## src/rtl/sprite_addr_gen.sv

```systemverilog
// Sprite address generator: double-buffered sprite descriptors (pending/active)
// with a once-per-frame commit, and four parallel mask-ROM address lanes
// registered one cycle behind the raster position.
module sprite_addr_gen #(
    parameter int          SPR_W            = 64,
    parameter int          SPR_H            = 64,
    parameter int          V_ACTIVE         = 480,
    parameter logic [16:0] TRANSPARENT_ADDR = 17'd0
) (
    input  logic          clk_25MHz,
    input  logic          rst_n,
    input  logic [9:0]    h_cnt,
    input  logic [9:0]    v_cnt,
    input  logic          video_valid,
    input  logic          wr_valid,
    output logic          wr_ready,
    input  logic [1:0]    wr_idx,
    input  logic [9:0]    wr_x,
    input  logic [9:0]    wr_y,
    input  logic [16:0]   wr_base,
    input  logic          wr_en,
    output logic [67:0]   addr,
    output logic          addr_valid,
    output logic          commit_done
);

    localparam int SHIFT_W = $clog2(SPR_W);

    typedef enum logic [1:0] {SCAN, COMMIT, BLANK} state_t;

    typedef struct packed {
        logic        en;
        logic [9:0]  x;
        logic [9:0]  y;
        logic [16:0] base;
    } desc_t;

    state_t      state;
    state_t      state_next;
    desc_t       pending [4];
    desc_t       active  [4];
    logic        wr_fire;
    logic [67:0] addr_next;

    // Bounds are widened to 11 bits so a sprite near column/row 1023 never
    // wraps around to the left/top edge. SPR_W is a power of two, so the
    // row stride is a shift; the sum wraps naturally modulo 2^17.
    function automatic logic [16:0] slot_addr(input desc_t d,
                                              input logic [9:0] h,
                                              input logic [9:0] v);
        logic [10:0] x_end;
        logic [10:0] y_end;
        logic        hit;
        logic [9:0]  dx;
        logic [9:0]  dy;
        x_end = {1'b0, d.x} + 11'(SPR_W);
        y_end = {1'b0, d.y} + 11'(SPR_H);
        hit   = d.en
              && ({1'b0, h} >= {1'b0, d.x}) && ({1'b0, h} < x_end)
              && ({1'b0, v} >= {1'b0, d.y}) && ({1'b0, v} < y_end);
        dx    = h - d.x;
        dy    = v - d.y;
        if (hit)
            return d.base + (17'(dy) << SHIFT_W) + 17'(dx);
        else
            return TRANSPARENT_ADDR;
    endfunction

    // Host writes are refused only in the single commit cycle; held at 0 in reset.
    assign wr_ready    = rst_n && (state != COMMIT);
    assign wr_fire     = wr_valid && wr_ready;
    assign commit_done = (state == COMMIT);

    // Frame state register.
    always_ff @(posedge clk_25MHz or negedge rst_n) begin
        if (!rst_n) state <= SCAN;
        else        state <= state_next;
    end

    // Next-state: commit once at the start of vertical blanking, re-arm at frame start.
    always_comb begin
        state_next = state;
        case (state)
            SCAN:    if (v_cnt == 10'(V_ACTIVE) && h_cnt == 10'd0) state_next = COMMIT;
            COMMIT:  state_next = BLANK;
            BLANK:   if (v_cnt == 10'd0 && h_cnt == 10'd0) state_next = SCAN;
            default: state_next = SCAN;
        endcase
    end

    // Descriptor banks: host fills pending; the commit cycle copies it to active.
    always_ff @(posedge clk_25MHz or negedge rst_n) begin
        if (!rst_n) begin
            for (int i = 0; i < 4; i++) begin
                pending[i] <= '0;
                active[i]  <= '0;
            end
        end else begin
            if (wr_fire)
                pending[wr_idx] <= '{en: wr_en, x: wr_x, y: wr_y, base: wr_base};
            if (state == COMMIT)
                for (int i = 0; i < 4; i++)
                    active[i] <= pending[i];
        end
    end

    // Per-slot address lookup against the active bank only.
    always_comb begin
        addr_next = '0;
        for (int i = 0; i < 4; i++)
            addr_next[17*i +: 17] = video_valid ? slot_addr(active[i], h_cnt, v_cnt)
                                                : TRANSPARENT_ADDR;
    end

    // Output register: one cycle of latency from the raster inputs.
    always_ff @(posedge clk_25MHz or negedge rst_n) begin
        if (!rst_n) begin
            addr       <= {4{TRANSPARENT_ADDR}};
            addr_valid <= 1'b0;
        end else begin
            addr       <= addr_next;
            addr_valid <= video_valid;
        end
    end

endmodule

```

## config.mk

```make
export PLATFORM = sky130hd
export DESIGN_NAME = sprite_addr_gen
export DESIGN_NICKNAME = d
export VERILOG_FILES = /design/src/rtl/sprite_addr_gen.sv
export SDC_FILE = /design/constraint.sdc
export NUM_CORES = 1
export LEC_CHECK = 0
export ABC_AREA = 1
export ABC_CLOCK_PERIOD_IN_PS = 4800
export CAP_MARGIN = 20
export CORE_ASPECT_RATIO = 0.5
export CORE_UTILIZATION = 58
export CTS_CLUSTER_SIZE = 40
export DETAILED_ROUTE_END_ITERATION = 6
export PLACE_DENSITY = 0.78
export SETUP_SLACK_MARGIN = 0.3
export SLEW_MARGIN = 15
export SYNTH_ARGS = -nofsm -noshare
export SYNTH_HDL_FRONTEND = slang
export SYNTH_SLANG_ARGS = --single-unit
```

## constraint.sdc

```tcl
create_clock -name clk_25MHz -period 4.8 [get_ports clk_25MHz]
set_clock_uncertainty 0.15 [all_clocks]
set_input_delay 0.48 -clock clk_25MHz [delete_from_list [all_inputs] [get_ports clk_25MHz]]
set_output_delay 0.48 -clock clk_25MHz [all_outputs]
set_load 0.05 [all_outputs]
```

==> results of run 1 <==
-- worst reg2reg max path, delay by kind of cell, from the launching register on --
kind / cells / cell delay (ps)
AO/OA/AOI/OAI: 3 / 480
XOR/XNOR: 2 / 350
adder cells (fa/ha/maj): 3 / 1240
buffers and inverters: 2 / 110
flip-flops: 1 / 330
AND/OR/NAND/NOR: 9 / 1010
-- power by group through the flow --
stage / clock [uW] / combinational, uW / sequential, uW
detailed placement: 0 / 1320 / 3590
finish: 3060 / 1350 / 3540
global route: 3220 / 1530 / 3560
global placement: 0 / 1290 / 3580
floorplan: 0 / 887 / 3550
CTS: 3090 / 1340 / 3530
-- through the flow --
step / hold WS [ps] / cells / power, uW / area, sq um / setup slack [ps]
floorplan: 34.4 / 2812 / 4440 / 22800 / 1290
global placement: 252 / 3412 / 4870 / 24600 / 280
detailed placement: 255 / 3412 / 4900 / 24600 / 271
CTS: 293 / 3474 / 7960 / 25900 / 738
global route: 328 / 3474 / 8310 / 25900 / 402
finish: 284 / 3474 / 7950 / 25900 / 647
-- flip-flops by register name (all words and copies together), names as in the netlist --
signal,cells
active,152
pending,152
addr,68
state,2
addr_valid,1
-- logic make-up after synthesis --
kind of cell	after synthesis	share of synthesized area, %
AND/OR/NAND/NOR	1187	21.4
buffers and inverters	427	7.26
XOR/XNOR	129	4.96
flip-flops	375	41.2
adder cells (fa/ha/maj)	256	15.0
AO/OA/AOI/OAI	438	10.2
-- metal layers --
layer  vias to the layer above  share of wire [%]  GRT usage [%]
li1                       9226                  -              -
met1                      8970                 46           46.2
met2                       680                 42           45.7
met3                       120                8.4           6.45
met4                         4                3.1           9.67
met5                         -              0.020              0
-- final cells by class --
cell class / count / area (sq um) / area share [%]
clock buffers: 44 / 992 / 3.83
multi-input cells: 2010 / 11800 / 45.4
inverters: 355 / 1330 / 5.15
flip-flops and latches: 375 / 9380 / 36.2
well taps: 520 / 651 / 2.51
clock inverters: 17 / 244 / 0.942
repair buffers: 153 / 1530 / 5.91
-- path summary, 6_finish.rpt --
| path | to | from | slack [ps] | depth (start not counted) |
|---|---|---|---|---|
| worst max-delay path | addr[29] | h_cnt[4] | 650 | 19 |
| worst min-delay path | pending[126] | rst_n | 280 | 2 |
| worst max register to register | addr[29] | active[107] | 1040 | 19 |
| worst min register to register | active[17] | pending[17] | 320 | 2 |
| max in group asynchronous | addr[37] | rst_n | 2910 | 3 |
| min in group clk_25MHz | active[17] | pending[17] | 320 | 2 |
-- cell usage after synthesis, types with 21 or more instances --
library cell and number:
clkbuf_1 44, a21oi_1 110, inv_1 354, buf_2 21
ha_1 228, nand3_1 113, nand2_1 779, fa_1 28
xor2_1 83, o21ai_0 269, nand4_1 24, xnor2_1 46
dfrtp_1 375, nor2_1 212
-- repair_timing --
action,CTS,global route
hold endpoints to repair,41,0
resized for setup,0,0
hold buffers,1,0
setup buffers,0,0
==> key figures, run 1 <==
Status
  – Outcome: completed

Clock network
  – Clock tree buffer depth: 3
  – H-tree depth: 2
  – Sink Count: 375
  – CTS clk-pin slew, worst paths: 70 ps
  – CTS tree: done
  – CTS Root Cell: clkbuf_16
  – Worst-Skew Late Latency: 540 ps
  – TritonCTS buffer count: 35

Setup path
  – Largest delay contributor family on the critical path: adder cells
  – Required time of the critical path: 5060 ps
  – Critical Path End Type: flip-flop
  – Most used cell, CP: nand2_1
  – CP Class: in -> reg
  – CP max FO: 6
  – Worst EP arrival: 4420 ps
  – CP Launch Type: input port
  – Worst Path Buf+Inv: 2
  – Slowest CP cell: clkdlybuf4s50_1
  – Cell Chain, Critical Path: clkdlybuf4s50_1, ha_1, nand2_1, nand2_1, o21bai_1, a21oi_1, nor2_1, nor2_1, xor2_1, fa_1, inv_1, ha_1, nand2_1, nor3_1, nand2_1, nand2_1, a21oi_1, xor2_1, nor2_4
  – CP peak stage delay: 670 ps

STA
  – Fmax: 0.241 GHz
  – RSZ-0062 raised after global routing: false
  – Min Tclk post-route: 4150 ps
  – Final hold viol count: 0
  – Worst-Margin Slew: 1030 ps
  – Final Setup Violations: 0
  – Normalized max-slew margin: 31.2%
  – Tcrit/Tclk final: 86.5%
  – Setup tns final: 0 ps
  – Max-slew violation count: 0

Floorplan
  – Initial Util: 59.9%
  – Core area: 38,000 sq um
  – Die Height: 142 microns
  – Core Rows: 50
  – IO Count: 135
  – Die span in x: 282 microns
  – Die Area: 40,100 sq um

Logic synthesis
  – Post-synth design cell area: 22,800 sq um
  – Top cell type's share of synthesized area: 41.2%
  – Post-synth EDFFs: 0
  – Synthesis-stage register bit count: 375
  – Asr flop ratio synth: 100%
  – Post-synthesis cell count: 2,812
  – Yosys warning total: 0
  – Synth unique cells: 41
  – Net Count, Synth: 3,132
  – Area leader, netlist: dfrtp_1
  – Synth Area per Inst: 8.10 sq um
  – Ys flop type: dfrtp_1
  – Synth area leaders: dfrtp_1, nand2_1, ha_1
  – Post-synthesis sequential area ratio: 41.2%

Global route
  – Overall Global Routing Usage: 31.2%
  – First-pass GRT wire length: 96,200 microns
  – Vias in the first global route: 17,900
  – Antenna violations before repair: 5
  – Largest net degree at the start of global routing: 240
  – GR Overflow Total: 0

Power and ir drop
  – Int Pwr: 5670 uW
  – Sequential Power Share: 44.5%
  – Switching Share: 28.6%
  – Lkg Pwr: 0.0134 uW
  – Combinational share of power: 17.0%
  – Cell area power density: 307 nW/um^2
  – Max VDD drop: 0.000195 V
  – Clock power frac: 38.5%
  – NetSw: 2280 uW

Place
  – Final HPWL DP: 43,800 microns
  – Final Wtd Congestion: 0.959
  – Port buffer count: 134

Routing
  – Total number of vias: 19,000
  – Routed wire length: 60,900 microns
  – Drc violations: 0
  – Post-DRT Antenna Nets: 0
  – DR pass1 iterations: 6
  – Vias per inst: 5.47
  – Routed WL per cell: 17.5 microns
  – 1st-iter DRT viols: 1,764

Final layout
  – Most frequent cells in the layout: nand2_1, dfrtp_1, inv_1, o21ai_0, ha_1
  – Layout cell share with drive strength beyond 1: 3.66%
  – Finished Core Util: 68.1%
  – Synthesis-to-layout area growth: 13.7%
  – Commonest non-fill, non-tap cell in the layout: nand2_1
  – Filler Cell Count: 3,087
  – Inserted Diodes: 0
  – Layout Nets: 3,250

Job
  – Max_cap viols: 0

Min path
  – Hold WC Path Type: in -> async
Power figures use the tool's default switching activity.
==> run 2, diff against run 1 <==
Settings changed: CTS_BUF_LIST set to sky130_fd_sc_hd__clkbuf_8 sky130_fd_sc_hd__clkbuf_16.
==> key figures, run 2 (same netlist as run 1, synthesis figures left out) <==
Status
  – Outcome: completed (unchanged)

Setup path
  – CP max FO: 6 (unchanged)
  – Worst reg2reg setup slack: 1040 ps (about the same)
  – Worst EP arrival: 4430 ps (was 4420 ps)
  – Critical Path End Type: flip-flop (unchanged)
  – Required time of the critical path: 5060 ps (about the same)
  – CP Class: in -> reg (unchanged)
  – R2R cell count: 19 (unchanged)
  – Worst r2r dst: addr[29] (unchanged)
  – Origin of the critical flop-to-flop path: active[107] (unchanged)
  – CP Launch Type: input port (unchanged)

Final layout
  – Finished Core Util: 68.1% (unchanged)
  – Layout Nets: 3,250 (unchanged)
  – Biggest regs: active x152, pending x152, addr x68 (unchanged)
  – Inserted Diodes: 0 (unchanged)
  – Most frequent cells in the layout: nand2_1, dfrtp_1, inv_1, o21ai_0, ha_1 (unchanged)
  – Layout cell share with drive strength beyond 1: 3.66% (unchanged)
  – Commonest non-fill, non-tap cell in the layout: nand2_1 (unchanged)
  – Synthesis-to-layout area growth: 13.7% (unchanged)

Place
  – Port buffer count: 134 (unchanged)
  – Final Wtd Congestion: 0.959 (unchanged)
  – Final HPWL DP: 43,800 microns (unchanged)

STA
  – Min Tclk post-route: 4160 ps (was 4150 ps)
  – Tcrit/Tclk final: 86.7% (was 86.5%)
  – Final hold viol count: 0 (unchanged)
  – RSZ-0062 raised after global routing: false (unchanged)
  – Setup tns final: 0 ps (unchanged)
  – Fmax: 0.240 GHz (was 0.241 GHz)
  – Final Setup Violations: 0 (unchanged)
  – Max-slew violation count: 0 (unchanged)
  – Worst-Margin Slew: 1030 ps (about the same)
  – Normalized max-slew margin: 31.5% (was 31.2%)

Routing
  – Routed WL per cell: 17.5 microns (about the same)
  – DR pass1 iterations: 6 (unchanged)
  – Routed wire length: 60,900 microns (about the same)
  – 1st-iter DRT viols: 1,767 (was 1,764)
  – Vias per inst: 5.47 (about the same)
  – Total number of vias: 19,000 (about the same)
  – Drc violations: 0 (unchanged)
  – Post-DRT Antenna Nets: 0 (unchanged)

Clock network
  – TritonCTS buffer count: 35 (unchanged)
  – H-tree depth: 2 (unchanged)
  – Post-CTS setup buffers: 0 (unchanged)
  – Worst-Skew Late Latency: 540 ps (about the same)
  – Sink Count: 375 (unchanged)
  – Clock tree buffer depth: 3 (unchanged)
  – CTS Root Cell: clkbuf_16 (unchanged)
  – Post-cts sizing count: 0 (unchanged)
  – CTS tree: done (unchanged)
  – CTS clk-pin slew, worst paths: 70 ps (about the same)
  – Hold-fix buffers, CTS: 1 (unchanged)

Global route
  – Antenna violations before repair: 5 (unchanged)
  – GR Overflow Total: 0 (unchanged)
  – Largest net degree at the start of global routing: 240 (unchanged)
  – Overall Global Routing Usage: 31.2% (unchanged)
  – First-pass GRT wire length: 96,200 microns (unchanged)
  – Vias in the first global route: 17,900 (unchanged)

Floorplan
  – Core area: 38,000 sq um (unchanged)
  – Die span in x: 282 microns (unchanged)
  – IO Count: 135 (unchanged)
  – Die Height: 142 microns (unchanged)
  – Initial Util: 59.9% (unchanged)
  – Die Area: 40,100 sq um (unchanged)
  – Core Rows: 50 (unchanged)

Min path
  – Hold WC Path Type: in -> async (unchanged)

Job
  – Max_cap viols: 0 (unchanged)

Power and ir drop
  – Max VDD drop: 0.000195 V (about the same)
  – Cell area power density: 307 nW/um^2 (about the same)
  – Lkg Pwr: 0.0134 uW (about the same)
[run 2: worst max-delay path: stages]
cell and delay, ps:
clkdlybuf4s50_1 680, ha_1 520, nand2_1 100, nand2_1 80, o21bai_1 180, a21oi_1 210
nor2_1 70, nor2_1 120, xor2_1 100, fa_1 520, inv_1 50, ha_1 350
nand2_1 120, nor3_1 210, nand2_1 100, nand2_1 150, a21oi_1 90, xor2_1 250
nor2_4 60
[run 2: cell type report]
type / instances / area, sq um
clock buffers: 41 / 981
clock inverters: 20 / 255
fillers: 3087 / 12100
inverters: 355 / 1330
multi-input cells: 2010 / 11800
flip-flops and latches: 375 / 9380
well taps: 520 / 651
repair buffers: 153 / 1530
[run 2: worst max path at each step]
stage,from,end,slack (ps)
floorplan,h_cnt[0],addr[26],1290
detailed placement,h_cnt[4],addr[12],270
finish,h_cnt[4],addr[29],640
CTS,h_cnt[4],addr[29],740
global placement,h_cnt[4],addr[12],280
global route,h_cnt[2],addr[12],400
[run 2: where the power goes]
group          switching (uW)  leakage [uW]  internal, uW
clock network            1270      0.000621          1790
registers                 138       0.00502          3400
logic                     869       0.00778           482
[run 2: through the flow]
step | power (uW) | std cells | worst slack [ps] | cell area, sq um | hold WS [ps]
after floorplan | 4440 | 2812 | 1290 | 22800 | 34.4
after global placement | 4870 | 3412 | 280 | 24600 | 252
after detailed placement | 4900 | 3412 | 271 | 24600 | 255
after CTS | 7960 | 3474 | 738 | 25900 | 293
after global routing | 8300 | 3474 | 402 | 25900 | 328
final | 7940 | 3474 | 638 | 25900 | 284
[run 2: routing by layer]
layer | share of wire (%) | track usage, % | vias to the layer above
li1 | - | - | 9227
met4 | 3.1 | 9.67 | 4
met5 | 0.020 | 0 | -
met3 | 8.6 | 6.45 | 120
met2 | 42 | 45.7 | 701
met1 | 46 | 46.2 | 8956
==> run 3, diff against run 2 <==
Settings changed: ABC_CLOCK_PERIOD_IN_PS 4800 to 4100.
Clock period 4.8 ns to 4.1 ns, I/O delays scaled along.
==> key figures, run 3 (same netlist as run 1, synthesis figures left out) <==
Status
  – Outcome: completed (unchanged)

Floorplan
  – Initial Util: 59.9% (unchanged)
  – Core area: 38,000 sq um (unchanged)
  – IO Count: 135 (unchanged)
  – Die span in x: 282 microns (unchanged)
  – Die Height: 142 microns (unchanged)
  – Die Area: 40,100 sq um (unchanged)
  – Core Rows: 50 (unchanged)

Routing
  – Total number of vias: 19,800 (was 19,000)
  – Vias per inst: 5.38 (was 5.47)
  – Routed wire length: 63,700 microns (was 60,900 microns)
  – DR pass1 iterations: 6 (unchanged)
  – Post-DRT Antenna Nets: 0 (unchanged)
  – Drc violations: 0 (unchanged)
  – 1st-iter DRT viols: 1,739 (was 1,767)
  – Routed WL per cell: 17.4 microns (was 17.5 microns)

Power and ir drop
  – Lkg Pwr: 0.0144 uW (was 0.0134 uW)
  – NetSw: 2790 uW (was 2270 uW)
  – Cell area power density: 350 nW/um^2 (was 307 nW/um^2)
  – Combinational share of power: 19.9% (was 17.0%)
  – Sequential Power Share: 42.9% (was 44.5%)
  – Int Pwr: 6870 uW (was 5670 uW)
  – Switching Share: 28.9% (was 28.6%)
  – Clock power frac: 37.3% (was 38.4%)
  – Max VDD drop: 0.000305 V (was 0.000195 V)

Final layout
  – Layout Nets: 3,442 (was 3,250)
  – Layout cell share with drive strength beyond 1: 11.2% (was 3.66%)
  – Post-route cell area: 27,600 sq um (was 25,900 sq um)
  – Most frequent cells in the layout: nand2_1, dfrtp_1, inv_1, o21ai_0, ha_1 (unchanged)
  – Synthesis-to-layout area growth: 21.4% (was 13.7%)
  – Final Instance Count excl. Fillers: 3,671 (was 3,474)
  – Biggest regs: active x152, pending x152, addr x68 (unchanged)
  – Filler Cell Count: 2,932 (was 3,087)
  – Commonest non-fill, non-tap cell in the layout: nand2_1 (unchanged)

Global route
  – Met1 Usage GRT: 47.6% (was 46.2%)
  – First-pass GRT wire length: 100,000 microns (was 96,200 microns)
  – Vias in the first global route: 18,700 (was 17,900)
  – Grt met2 use: 48.5% (was 45.7%)
  – Gr busiest metal: met2 (was met1)
  – Overall Global Routing Usage: 32.5% (was 31.2%)
  – M3 GR Usage: 7.55% (was 6.45%)
  – Largest net degree at the start of global routing: 171 (was 240)
  – GR Overflow Total: 0 (unchanged)
  – Antenna violations before repair: 2 (was 5)

STA
  – Fmax: 0.274 GHz
  – Final hold viol count: 0 (unchanged)
  – Normalized max-slew margin: 32.5% (was 31.5%)
  – Tcrit/Tclk final: 89.0%
  – Worst-Margin Slew: 1010 ps (was 1030 ps)
  – Worst setup margin: 453 ps (was 638 ps)
  – WHS: 209 ps (was 284 ps)
  – Max-slew violation count: 0 (unchanged)
  – Min Tclk post-route: 3650 ps
  – RSZ-0062 raised after global routing: true (was false)
  – Final Setup Violations: 0 (unchanged)
  – Setup tns final: 0 ps (unchanged)

Clock network
  – TritonCTS buffer count: 36 (was 35)
  – CTS tree: done (unchanged)
  – CTS Root Cell: clkbuf_16 (unchanged)
  – Sink Count: 375 (unchanged)
  – Worst-Skew Late Latency: 550 ps (was 540 ps)
  – H-tree depth: 2 (unchanged)
  – CTS clk-pin slew, worst paths: 70 ps (about the same)
  – Clock tree buffer depth: 3 (unchanged)

Setup path
  – Slowest CP cell: fa_1 (was clkdlybuf4s50_1)
  – CP Class: in -> reg (unchanged)
  – Worst EP arrival: 3900 ps (was 4430 ps)
  – Critical Path End Type: flip-flop (unchanged)
  – CP peak stage delay: 520 ps (was 680 ps)
  – Cell Chain, Critical Path: clkdlybuf4s50_1, buf_6, ha_1, buf_4, nand2_1, nor2_2, a21oi_2, nor2_1, nor2_1, xor2_1, fa_1, inv_1, ha_4, nand2_1, nand2_1, a21oi_2, nand2_1, a21oi_2, xor2_1, nor2_1 (was clkdlybuf4s50_1, ha_1, nand2_1, nand2_1, o21bai_1, a21oi_1, nor2_1, nor2_1, xor2_1, fa_1, inv_1, ha_1, nand2_1, nor3_1, nand2_1, nand2_1, a21oi_1, xor2_1, nor2_4)
  – CP Launch Type: input port (unchanged)
  – CP max FO: 5 (was 6)
  – Required time of the critical path: 4360 ps (was 5060 ps)
  – Most used cell, CP: nand2_1 (unchanged)

Place
  – Final HPWL DP: 46,900 microns (was 43,800 microns)
  – Pre-CTS setup slack: -271 ps (was 271 ps)
  – Dpl cell area: 26,100 sq um (was 24,600 sq um)
  – Final Wtd Congestion: 0.960 (was 0.959)
  – Dpl cells: 3,602 (was 3,412)
  – Port buffer count: 134 (unchanged)

Min path
  – Hold WC Path Type: in -> async (unchanged)

Job
  – Max_cap viols: 0 (unchanged)
run 3: cell types whose count changed in the layout (fill, tap and decap cells not counted), moves of 4 or more:
cell,previous run,this run
nor2_2,4,8
o21ai_1,7,15
ha_1,228,217
o21ai_0,269,260
nor2_1,212,208
a21oi_2,1,23
a21oi_1,110,88
ha_4,0,8
buf_4,15,203
run 3: final timing paths:
kind	from	to	slack (ps)	cells past startpoint
max	h_cnt[2]	addr[12]	450	20
min	rst_n	active[129]	210	2
max reg2reg	active[27]	addr[60]	530	18
min reg2reg	pending[127]	active[127]	330	2
max in group asynchronous	rst_n	active[44]	1640	4
min in group clk_25MHz	pending[127]	active[127]	330	2
run 3: stage by stage:
step | utilization, % | total power (uW)
after floorplan | - | 5200
after global placement | 68.6 | 5970
after detailed placement | 68.6 | 6020
after CTS | 71.9 | 9620
after global routing | 72.6 | 10100
final | 72.6 | 9660
run 3: final cells by class:
cell class | instances | area [sq um] | share of cell area, %
Antenna cell | 3 | 7.51 | 0.0272
Clock buffer | 39 | 953 | 3.45
Clock inverter | 25 | 303 | 1.10
Inverter | 355 | 1330 | 4.82
Multi-Input combinational cell | 2010 | 12000 | 43.5
Sequential cell | 375 | 9380 | 34.0
Tap cell | 520 | 651 | 2.35
Timing Repair Buffer | 344 | 2990 | 10.8
run 3: routing by layer:
metal  wire [microns]  vias to the layer above
met2            27300                      613
met1            29700                     9412
met5               11                        -
met3             5250                      104
li1                 -                     9620
met4             1500                        2
run 3: power by group through the flow:
stage / clock, uW / combinational, uW / sequential [uW]
after floorplan: 0 / 1040 / 4160
after global placement: 0 / 1780 / 4190
after detailed placement: 0 / 1820 / 4200
after CTS: 3640 / 1850 / 4140
after global routing: 3780 / 2140 / 4170
final: 3600 / 1920 / 4140
run 3: worst max-delay path, delay by kind of cell:
kind / cells / cell delay [ps]
AO/OA/AOI/OAI: 3 / 430
XOR/XNOR: 2 / 440
adder cells (fa/ha/maj): 3 / 1070
buffers and inverters: 4 / 860
AND/OR/NAND/NOR: 8 / 680
run 3: repair_timing:
| action | CTS | global route |
|---|---|---|
| setup endpoints to repair | 5 | 37 |
| setup buffers | 0 | 1 |
| hold buffers | 1 | 0 |
| hold endpoints to repair | 40 | 0 |
| resized for setup | 4 | 60 |
| pin swaps | 0 | 14 |
| gates cloned | 0 | 0 |
